<file path="src/rtl/btn_conditioner.sv">
// Push-button front end: 2-flop synchroniser, per-bit debounce, press/release
// pulses and a latched one-hot operation select for the calculator.
module btn_conditioner #(
    parameter int N_BTN           = 4,
    parameter int DEBOUNCE_CYCLES = 250000,
    parameter int CNT_W           = 18
) (
    input  logic             clk,
    input  logic             rst,
    input  logic [N_BTN-1:0] btn_raw,
    input  logic             op_clr,
    output logic [N_BTN-1:0] btn_level,
    output logic [N_BTN-1:0] btn_press,
    output logic [N_BTN-1:0] btn_release,
    output logic [N_BTN-1:0] op_sel
);

    localparam logic [CNT_W-1:0] CNT_MAX = CNT_W'(DEBOUNCE_CYCLES - 1);

    logic [N_BTN-1:0] sync_s1;
    logic [N_BTN-1:0] sync_s2;
    logic [CNT_W-1:0] cnt      [N_BTN];
    logic [CNT_W-1:0] cnt_next [N_BTN];
    logic [N_BTN-1:0] flip;
    logic [N_BTN-1:0] op_sel_next;
    logic             multi_press;
    logic             chord;

    // NOTE: sequential state uses non-blocking assignments so every flop
    // samples the pre-edge value of its neighbours, exactly like hardware.
    always_ff @(posedge clk) begin
        if (rst) begin
            sync_s1 <= '0;
            sync_s2 <= '0;
        end else begin
            sync_s1 <= btn_raw;
            sync_s2 <= sync_s1;
        end
    end

    // A bit flips once its synchronised input has disagreed with the accepted
    // level for DEBOUNCE_CYCLES consecutive edges; any agreement restarts.
    always_comb begin
        // NOTE: defaults first, so no path through the loop leaves a variable
        // unassigned and infers a latch.
        flip = '0;
        for (int i = 0; i < N_BTN; i++) begin
            cnt_next[i] = '0;
            if (sync_s2[i] != btn_level[i]) begin
                if (cnt[i] == CNT_MAX) begin
                    flip[i] = 1'b1;
                end else begin
                    cnt_next[i] = cnt[i] + 1'b1;
                end
            end
        end
    end

    // NOTE: the counter array is a bank of real flops, not a RAM, so it is
    // cleared by reset like any other register.
    always_ff @(posedge clk) begin
        if (rst) begin
            for (int i = 0; i < N_BTN; i++) begin
                cnt[i] <= '0;
            end
        end else begin
            for (int i = 0; i < N_BTN; i++) begin
                cnt[i] <= cnt_next[i];
            end
        end
    end

    always_ff @(posedge clk) begin
        if (rst) begin
            btn_level   <= '0;
            btn_press   <= '0;
            btn_release <= '0;
        end else begin
            btn_level   <= btn_level ^ flip;
            btn_press   <= flip & ~btn_level;
            btn_release <= flip & btn_level;
        end
    end

    // The registered press pulse is judged against the level already showing
    // it, so "other bits held" means level bits outside the pressed one.
    always_comb begin
        multi_press = |(btn_press & (btn_press - N_BTN'(1)));
        chord       = |(btn_level & ~btn_press);
        op_sel_next = op_sel;
        if (op_clr) begin
            op_sel_next = '0;
        end else if (multi_press) begin
            op_sel_next = '0;
        end else if (|btn_press) begin
            if (chord) begin
                op_sel_next = '0;
            end else if (op_sel == btn_press) begin
                op_sel_next = '0;
            end else begin
                op_sel_next = btn_press;
            end
        end
    end

    always_ff @(posedge clk) begin
        if (rst) begin
            op_sel <= '0;
        end else begin
            op_sel <= op_sel_next;
        end
    end

endmodule

</file>
<file path="config.mk">
export PLATFORM = sky130hd
export DESIGN_NAME = btn_conditioner
export DESIGN_NICKNAME = d
export VERILOG_FILES = /design/src/rtl/btn_conditioner.sv
export SDC_FILE = /design/constraint.sdc
export NUM_CORES = 1
export LEC_CHECK = 0
export CAP_MARGIN = 10
export CORE_MARGIN = 3
export CORE_UTILIZATION = 45
export DETAILED_ROUTE_END_ITERATION = 8
export REMOVE_ABC_BUFFERS = 1
export SLEW_MARGIN = 20
export SYNTH_ARGS = -nofsm -noshare
export SYNTH_HDL_FRONTEND = slang
export SYNTH_SLANG_ARGS = --single-unit
export TNS_END_PERCENT = 50
</file>
<file path="constraint.sdc">
create_clock -name clk -period 3.1 [get_ports clk]
set_input_delay 0.62 -clock clk [delete_from_list [all_inputs] [get_ports clk]]
set_output_delay 0.62 -clock clk [all_outputs]
set_load 0.01 [all_outputs]
</file>
==> run summary <==
The flow ran to the end, and the final reports show no timing, DRC or antenna violations. The share of the cycle needed by the critical path after routing is 69.68%. The proportion of total power due to net switching came out at 19.52%. Max-cap violations in this run came to 0. The total setup buffers inserted after CTS is 0. In this run the worst path has a maximum fanout of 17. The warning count from the yosys run came out at 0. The synthesized netlist devotes ~7.2% of its cell area to compound gates. The final routed wire length divided by cell count is 13.05 µm. The post-DP HPWL came out at 5.728 mm. The area of the core came out at slightly below 9000 µm². By area, the combinational part of the netlist is dominated by simple AND/OR/NAND/NOR gates. Hold is met by 0.4379 ns.

The data arrival time at the worst-slack endpoint came out at 2.37 ns. The number of top-level pins is 23. The distinct cell type count of the synthesized netlist came out at between 40 and 50. The worst setup path is launched from a flip-flop.

Counting I/O delays and the setup requirement, the final critical path takes 2.160 ns. For the pin with the worst max-slew slack, the measured transition is 0.7469 ns. The starting utilization of the core area is 47.37%.

Input and output buffers added on the ports amount to 22. The worst setup path is of the flip-flop to flip-flop kind. The root buffer cell chosen for the clock tree is sky130_fd_sc_hd__clkbuf_8.

The power share of the sequential group is 57.3%. The required time at the endpoint of the critical path came out at 3.31 ns. The first global-routing pass estimated 13.70 mm of wire.

After detailed routing, the number of vias per cell comes to about 5.5. The post-placement cell area is 4522 µm². The number of standard cells after synthesis is 475. TritonCTS built the clock tree.

The number of buffers inserted during clock tree synthesis came out at 9. The number of instances resized during post-cts repair is 0. The die width is about 100 µm. The H-tree level count is 3. After routing the design area is 4742 µm². The tightest min-delay check is of the flip-flop to flip-flop type. The number of antenna violations at the first check in global routing was 0. Setup repair after global routing left no endpoint under its margin. The count of antenna diodes in the layout came out at 0. The detail route stage leaves a number of antenna-violating nets equal to 0. For this design, the sink count on the clock tree is 96. The final-report hold violation count is 0. The leftover overflow at the end of global routing is 0. The proportion of synthesized area in mux cells is 0%. For this design the ratio of total power to cell area is between 400 and 500 nW/µm². The highest metal layer carrying signal wires in the routed design is met4. The switching component of the power came out at between 0.0004 and 0.0005 W. The die covers 10560 µm².

Cell internal power was estimated by the tool at 0.001745 W. The area growth from synthesis to layout came out at 12.60%. The number of iterations in the first detailed-routing pass is 6. After Yosys synthesis, and, or, nand and nor cells account for 31.97% of the synthesized area. Headroom to the max-slew limit came out at 50.20%. Cells with a size suffix above 1 make up 6.151% of the layout.

The static power due to leakage came out at 1.389 nW. The number of hold buffers added after cts came out at 0. After detailed routing, the met3 layer carries ~280 µm of wire. In the final routing, the length of wire on met1 measures roughly 4 mm. Wire segments on met2 add up to 3.500 mm in the final route.

The via count of the first global-routing pass came out at 2992. The largest voltage drop on the vdd net is roughly 0.00030 V. The clock network fraction of total power came out at 41.3%.

The detailed router finished its first iteration with approximately 110 violations. The number of setup violations in the final report came out at 0. The post-synthesis instance area is 4212 µm².

The routed design has 7.989 mm of wire. The post-route clock skew came out at 0.006737 ns. The placement-stage worst setup slack is approximately 0.75 ns. The y dimension of the die is between 100 and 150 µm.

The final net count came out at 511. The clock transition time at the flip-flop clock pins of the worst setup and hold paths is 0.08 ns. The xor and xnor fraction of the mapped netlist area came out at a little under an eighth. Across every metal layer, demand over resource in global routing totals about 16%.

Once routing completed, OpenROAD measured the worst setup slack at 0.9399 ns. The post-synthesis average cell area came out at 8.866 µm². The maximum number of buffers from clock root to sink came out at 2. The via count is approximately 3300.

The share of the Yosys chip area taken by registers is 45.63%. Clock latency on the worst-skew pair, taken at its later pin, is 0.35 ns. The number of rows in the core area is 34. The last weighted congestion value of the routability-driven placer came out at 0.8238. The total count of max-transition violations in the final report came out at 0. Entering global routing, the biggest net connects 21 pins. The DRC violation count after routing came out at 0. The maximum clock rate came out at 462.9 MHz. Summing the areas of all fa, ha and maj instances in the mapped netlist gives 1.426% of the synthesized area.

The count of state elements after synthesis came out at 96. STA classifies the critical path endpoint as a flip-flop. The relative contribution of combinational cells to total power is under 10%. Summed over all failing endpoints, the final setup total negative slack is 0 ns.
-- Yosys cell counts, drive strengths merged --
master,number,area share [%]
buf,4,0.68
maj3,1,0.24
a41oi,1,0.21
or4,9,1.8
xor2,20,4.2
a32oi,1,0.21
nor4b,3,0.62
nand2,28,2.5
o31ai,8,1.4
or2,3,0.45
and2,4,0.59
and3,6,0.92
and4,11,2.3
xnor2,35,7.3
a21oi,21,2.5
nand3,33,4.2
a222oi,1,0.24
nand4b,1,0.21
nor2,69,6.1
nor3,13,1.5
or3,13,2.1
o41ai,1,0.21
nor2b,13,1.9
nor4,15,2.2
ha,4,1.2
or3b,4,0.83
dfxtp,96,46
nand2b,2,0.30
clkbuf,4,0.39
o21ai,16,2.4
inv,14,1.2
nand4,21,3.4
-- worst paths after layout --
| check | start | to | slack [ns] | cells after the start |
|---|---|---|---|---|
| setup / recovery | cnt[0][0]$_SDFF_PP0_ | cnt[0][10]$_SDFF_PP0_ | 0.94 | 5 |
| hold / removal | sync_s1[0]$_SDFF_PP0_ | sync_s2[0]$_SDFF_PP0_ | 0.44 | 1 |
| hold reg to reg | sync_s1[0]$_SDFF_PP0_ | sync_s2[0]$_SDFF_PP0_ | 0.44 | 1 |
| setup reg to reg | cnt[0][0]$_SDFF_PP0_ | cnt[0][10]$_SDFF_PP0_ | 0.94 | 5 |
-- state kept, by name, summed over array words and instances (netlist names), named ones only --
name and cells:
btn_release 4, btn_press 4, op_sel 4, sync_s1 4, cnt 72, sync_s2 4
-- layer usage --
layer,track usage [%],vias to the layer above
li1,-,1740
met1,22.02,1542
met2,25.52,45
met3,3.721,9
met4,5.578,0
met5,0,-
-- layout make-up --
| cell class | count | area, µm² |
|---|---|---|
| Fill cell | 845 | 4149 |
| Multi-Input combinational cell | 357 | 2192 |
| Sequential cell | 96 | 1922 |
| Timing Repair Buffer | 22 | 220.2 |
| Clock buffer | 12 | 155.1 |
| Tap cell | 108 | 135.1 |
| Clock inverter | 3 | 65.06 |
| Inverter | 14 | 52.55 |
-- cell families (layout without fill, tap and decap cells) --
family | Yosys count | in the layout
XOR/XNOR | 55 | 55
AO/OA/AOI/OAI | 49 | 49
AND/OR/NAND/NOR | 248 | 248
flip-flops | 96 | 96
buffers and inverters | 22 | 51
adder cells (fa/ha/maj) | 5 | 5
-- critical path, cell delays in order, from the launching register on --
cell and delay (ns):
sky130_fd_sc_hd__dfxtp_1 0.40, sky130_fd_sc_hd__ha_1 0.22, sky130_fd_sc_hd__nand3_1 0.22, sky130_fd_sc_hd__or3_1 0.45, sky130_fd_sc_hd__o21ai_2 0.63, sky130_fd_sc_hd__nor2_1 0.11
-- through the flow --
stage	total power [W]	std cells	utilization, %
6_report	0.002168	612	53.34
5_1_grt	0.002258	612	53.34
4_1_cts	0.002199	612	53.34
3_5_place_dp	0.001302	597	50.86
3_3_place_gp	0.001301	597	50.86
2_1_floorplan	0.001285	467	-
-- placed cells by master (no fill, tap or decap), types with 4 or more instances in the layout --
| master | instances |
|---|---|
| sky130_fd_sc_hd__and2_1 | 4 |
| sky130_fd_sc_hd__xor2_1 | 20 |
| sky130_fd_sc_hd__or3_1 | 11 |
| sky130_fd_sc_hd__nor2b_1 | 13 |
| sky130_fd_sc_hd__nand3_1 | 31 |
| sky130_fd_sc_hd__nor4_1 | 15 |
| sky130_fd_sc_hd__ha_1 | 4 |
| sky130_fd_sc_hd__clkbuf_8 | 11 |
| sky130_fd_sc_hd__and4_1 | 11 |
| sky130_fd_sc_hd__nand4_1 | 19 |
| sky130_fd_sc_hd__a21oi_1 | 21 |
| sky130_fd_sc_hd__or3b_1 | 4 |
| sky130_fd_sc_hd__nor3_1 | 13 |
| sky130_fd_sc_hd__o21ai_0 | 12 |
| sky130_fd_sc_hd__or4_1 | 6 |
| sky130_fd_sc_hd__o31ai_1 | 8 |
| sky130_fd_sc_hd__nand2_1 | 28 |
| sky130_fd_sc_hd__xnor2_1 | 35 |
| sky130_fd_sc_hd__inv_1 | 14 |
| sky130_fd_sc_hd__clkdlybuf4s50_1 | 22 |
| sky130_fd_sc_hd__nor2_1 | 69 |
| sky130_fd_sc_hd__dfxtp_1 | 96 |
| sky130_fd_sc_hd__and3_1 | 5 |
-- power groups by stage --
stage          clock [W]  combinational, W  sequential, W
6_report        0.000896         0.0000304        0.00124
5_1_grt         0.000981         0.0000338        0.00124
4_1_cts         0.000926         0.0000310        0.00124
3_5_place_dp           0         0.0000310        0.00127
3_3_place_gp           0         0.0000304        0.00127
2_1_floorplan          0         0.0000152        0.00127
No activity file was read; power rests on OpenSTA's default activity.
